--- src/rtl/seq_rot.sv ---
// Sequential N-bit rotator: rotates one bit position per clock through a
// start/busy/done handshake and holds the last result on a registered output.
module seq_rot #(
  parameter int AW = 2,
  parameter int N  = 4
) (
  input  logic          clk,
  input  logic          reset,
  input  logic          start,
  input  logic          dir,
  input  logic [N-1:0]  A,
  input  logic [AW-1:0] rotamt,
  output logic          busy,
  output logic          done,
  output logic [N-1:0]  Y
);

  if (N != (1 << AW)) begin : g_bad_width
    $error("seq_rot: N must equal 2**AW");
  end

  typedef enum logic [1:0] {
    S_IDLE = 2'd0,
    S_ROT  = 2'd1,
    S_DONE = 2'd2
  } state_t;

  localparam logic [AW-1:0] CNT_ONE = AW'(1);

  state_t        state_q, state_d;
  logic [N-1:0]  sr_q, sr_d;
  logic [AW-1:0] cnt_q, cnt_d;
  logic          dir_q, dir_d;
  logic [N-1:0]  y_q, y_d;
  logic [N-1:0]  rot_s;

  // Single-position rotate: 0 = left, 1 = right.
  function automatic logic [N-1:0] rot1(input logic [N-1:0] v, input logic right);
    logic [N-1:0] r;
    if (right) begin
      r = {v[0], v[N-1:1]};
    end else begin
      r = {v[N-2:0], v[N-1]};
    end
    return r;
  endfunction

  assign rot_s = rot1(sr_q, dir_q);

  // Next-state and datapath update for the IDLE/ROT/DONE sequencer.
  always_comb begin
    state_d = state_q;
    sr_d    = sr_q;
    cnt_d   = cnt_q;
    dir_d   = dir_q;
    y_d     = y_q;
    case (state_q)
      S_IDLE: begin
        if (start) begin
          sr_d  = A;
          cnt_d = rotamt;
          dir_d = dir;
          if (rotamt == '0) begin
            y_d     = A;
            state_d = S_DONE;
          end else begin
            state_d = S_ROT;
          end
        end else begin
          state_d = S_IDLE;
        end
      end
      S_ROT: begin
        sr_d  = rot_s;
        cnt_d = cnt_q - CNT_ONE;
        // Exiting at cnt==1 keeps cnt from ever wrapping below zero.
        if (cnt_q == CNT_ONE) begin
          y_d     = rot_s;
          state_d = S_DONE;
        end else begin
          state_d = S_ROT;
        end
      end
      S_DONE: begin
        state_d = S_IDLE;
      end
      default: begin
        state_d = S_IDLE;
      end
    endcase
  end

  // State and datapath registers; synchronous reset aborts any operation.
  always_ff @(posedge clk) begin
    if (reset) begin
      state_q <= S_IDLE;
      sr_q    <= '0;
      cnt_q   <= '0;
      dir_q   <= 1'b0;
      y_q     <= '0;
    end else begin
      state_q <= state_d;
      sr_q    <= sr_d;
      cnt_q   <= cnt_d;
      dir_q   <= dir_d;
      y_q     <= y_d;
    end
  end

  assign busy = (state_q != S_IDLE);
  assign done = (state_q == S_DONE);
  assign Y    = y_q;

endmodule
--- config.mk ---
export PLATFORM = sky130hd
export DESIGN_NAME = seq_rot
export DESIGN_NICKNAME = d
export VERILOG_FILES = /design/src/rtl/seq_rot.sv
export SDC_FILE = /design/constraint.sdc
export NUM_CORES = 1
export LEC_CHECK = 0
export ABC_AREA = 0
export BUFFER_PORTS_ARGS = -buffer_cell sky130_fd_sc_hd__buf_2
export CAP_MARGIN = 30
export CORE_MARGIN = 8
export CORE_UTILIZATION = 45
export CTS_BUF_LIST = sky130_fd_sc_hd__clkbuf_4 sky130_fd_sc_hd__clkbuf_8
export DETAILED_ROUTE_END_ITERATION = 8
export PLACE_DENSITY = 0.74
export SLEW_MARGIN = 10
export SYNTH_ARGS = -nofsm -noshare
export SYNTH_HDL_FRONTEND = slang
export SYNTH_SLANG_ARGS = --single-unit
--- constraint.sdc ---
create_clock -name clk -period 1.2 [get_ports clk]
set_input_delay 0.18 -clock clk [delete_from_list [all_inputs] [get_ports clk]]
set_output_delay 0.18 -clock clk [all_outputs]
set_load 0.03 [all_outputs]
==> flow_metrics.env <==
export IMPL_routed_wl_um=1368
export IMPL_drive_above_1_share_pct=34.31
export IMPL_rows=14
export IMPL_htreeDepth=1
export IMPL_avgSynthCellArea_um2=8.326
export IMPL_postRouteAntennaNets=0
export IMPL_power_density_nw_per_um2=1235
export IMPL_failed_checks="setup timing"
export IMPL_insertedDiodeCount=0
export IMPL_combPwrFrac_pct=24.9
export IMPL_remaining_drc_errors=0
export IMPL_die_w_um=54.71
export IMPL_max_stage_delay_ns=0.50
export IMPL_fillers=136
export IMPL_rsz0062_at_grt="true"
export IMPL_cp_num_buf_inv=0
export IMPL_ir_drop_mv=0.6523
export IMPL_io_pins=16
export IMPL_hold_violations=0
export IMPL_dr_pass1_iters=4
export IMPL_intPower_mw=0.7380
export IMPL_yosysTopAreaCell="dfxtp_1"
export IMPL_cts_tree="yes"
export IMPL_p_switching_mw=0.3066
export IMPL_clock_sinks=13
export IMPL_hold_depth=3
export IMPL_grt_pass1_wl_um=2194
export IMPL_drv_cap=0
export IMPL_path_cells="or4b_4 -> a21o_1 -> nand2_1 -> a21oi_1"
export IMPL_tns_ns=-0.5719
export IMPL_slew_headroom_pct=82.59
export IMPL_finalCriticalPeriod_ns=1.323
export IMPL_slowest_stage="or4b_4"
export IMPL_timing_final_crit_share_pct=110.2
export IMPL_crit_arrival_ns=1.48
export IMPL_drt_iter0_markers=7
export IMPL_r2r_cells=4
export IMPL_yosysWarnings=0
export IMPL_seqPwrFrac_pct=47.6
export IMPL_finalInstanceArea_um2=845.8
export IMPL_switching_share_pct=29.35
export IMPL_antenna_found_initial=0
export IMPL_cp_num_cells=4
export IMPL_cts_buffer_depth=2
export IMPL_skew_ns=0.0006653
export IMPL_hold_path_class="in2reg"
export IMPL_clock_latency_ns=0.27
export IMPL_clock_power_share_pct=27.5
export IMPL_overflow=0
export IMPL_cts_made_buffers=3
export IMPL_crit_type="reg2reg"
export IMPL_outcome="finished, violations left"
export IMPL_fp_dieH_um=54.71
export IMPL_endpoint="Y[2]$_SDFFE_PP0P_"
export IMPL_synth_top_flop_cell="dfxtp_1"
export IMPL_setup_viol=7
export IMPL_final_nets=114
export IMPL_r2r_slack_ns=-0.12
export IMPL_synth_fp_nets=92
export IMPL_yosysSeqAreaShare_pct=38.59
export IMPL_cp_startpoint="state_q[0]$_SDFF_PP0_"
export IMPL_post_synth_top_count_cell="nand2_1"
export IMPL_layout_setup_ws_ns=-0.1229
export IMPL_initial_utilization_pct=46.39
export IMPL_total_leakage_power_nw=0.3660
export IMPL_worstMarginPinSlew_ns=0.2612
export IMPL_cts_root_buf="clkbuf_4"
export IMPL_syn_area_um2=674.4
export IMPL_yosys_top_cells_area="dfxtp_1, a21oi_1, o211ai_1, nand2_1, mux2i_1"
export IMPL_viasPerCell=5.314
export IMPL_grt_max_degree=14
export IMPL_synth_top_cells_by_count="nand2_1, dfxtp_1, a21oi_1"
export IMPL_first_global_vias=558
export IMPL_fp_coreArea_um2=1454
export IMPL_gp_congestion=0.7556
export IMPL_grtUsageTotal_pct=9.702
export IMPL_area_growth_pct=25.42
export IMPL_cts_clk_slew_worst_paths_ns=0.08
export IMPL_ys_seq_elements=13
export IMPL_placed_area_um2=784.5
export IMPL_timing_rr_end="Y[2]$_SDFFE_PP0P_"
export IMPL_post_cts_repair_setup_buffers=0
export IMPL_slew_violations=0
export IMPL_hold_slack_ns=0.1414
export IMPL_synth_top_area_share_pct=38.59
export IMPL_wl_per_cell_um=11.59
export IMPL_synth_cells=81
export IMPL_worstReg2RegStart="state_q[0]$_SDFF_PP0_"
export IMPL_synth_edf_count=0
export IMPL_cp_required_ns=1.35
export IMPL_crit_path_end_kind="flop"
export IMPL_vias=627
export IMPL_crit_family="simple AND/OR/NAND/NOR gates"
export IMPL_worstPathMaxFanout=5
export IMPL_max_freq_mhz=755.9
export IMPL_fp_dieArea_um2=2993
export IMPL_dp_final_hpwl_um=1065
export IMPL_io_buffers=15
export IMPL_pre_cts_slack_ns=-0.1674
export IMPL_worstSetupStartpointType="flop"
export IMPL_ys_types=23
export IMPL_ys_async_sr_fraction_pct=0
-- worst reg2reg max path, cell delays in order (launching register included) --
cell     delay, ns
dfxtp_2       0.32
or4b_4        0.50
a21o_1        0.25
nand2_1       0.08
a21oi_1       0.05
-- sequential cells by signal (all words and copies together), names as in the netlist --
name     flops
state_q      2
dir_q        1
Y            4
cnt_q        2
sr_q         4
-- timing repair --
item                       CTS  global route
hold endpoints to repair     0             0
hold buffers                 0             0
pin swaps                    1             7
cloned                       0             1
setup endpoints to repair    7            12
gates resized for setup      5             5
-- cell usage in the layout (no fill, tap or decap), drive strengths merged --
master | synthesis | layout
a211oi | 1 | 1
a21o | 1 | 1
a21oi | 13 | 13
buf | 2 | 22
clkbuf | 3 | 4
dfxtp | 13 | 13
ha | 1 | 1
inv | 4 | 4
mux2 | 1 | 1
mux2i | 5 | 5
nand2 | 14 | 14
nor2 | 5 | 5
nor2b | 2 | 2
nor3 | 2 | 2
nor3b | 1 | 1
o211ai | 8 | 8
o21ai | 2 | 2
or2 | 1 | 1
or3 | 1 | 1
or4b | 1 | 1
-- final cells by class --
cell class / count / area (um^2) / area share, %
inverters: 4 / 15.01 / 1.775
flip-flops and latches: 13 / 265.3 / 31.36
repair buffers: 22 / 130.1 / 15.38
well taps: 16 / 20.02 / 2.367
multi-input cells: 59 / 385.4 / 45.56
clock buffers: 4 / 30.03 / 3.550
-- worst min path at each step --
stage / start / slack [ns] / end
after floorplan: reset / 0.25 / state_q[0]$_SDFF_PP0_
after global placement: dir / 0.42 / dir_q$_SDFFE_PP0P_
after detailed placement: dir / 0.43 / dir_q$_SDFFE_PP0P_
after CTS: dir / 0.14 / dir_q$_SDFFE_PP0P_
after global routing: dir / 0.18 / dir_q$_SDFFE_PP0P_
final: dir / 0.14 / dir_q$_SDFFE_PP0P_
-- routing by layer --
metal  wire length, um  vias up  part of all wire (%)  track usage [%]
li1                  -      329                     -                -
met1               640      277                    47            10.63
met2               584       17                    43            15.85
met3               125        4                   9.1            3.804
met4                18        0                   1.3            4.918
met5                 0        -                     0                0
-- logic make-up (layout without fill, tap and decap cells) --
kind of cell    Yosys count  after routing  synth area share (%)
fa+ha+maj                 1              1                 1.855
compound gates           25             25                 23.94
mux                       6              6                 9.091
simple gates             27             27                 19.67
flops                    13             13                 38.59
buf+inv                   9             30                 6.864
-- power by group through the flow --
stage | clock network (mW) | logic, mW | registers (mW)
2_1_floorplan | 0 | 0.172 | 0.512
3_3_place_gp | 0 | 0.244 | 0.505
3_5_place_dp | 0 | 0.248 | 0.506
4_1_cts | 0.292 | 0.255 | 0.498
5_1_grt | 0.314 | 0.291 | 0.503
6_report | 0.287 | 0.260 | 0.497
-- stage by stage --
step | total power [mW] | std cells | util (%)
after detailed placement | 0.7541 | 113 | 53.96
final | 1.045 | 118 | 58.18
after CTS | 1.045 | 117 | 56.97
after global routing | 1.107 | 118 | 58.18
after floorplan | 0.6838 | 81 | -
after global placement | 0.7491 | 113 | 53.96
Note: power is estimated with default switching activity, not from simulation.
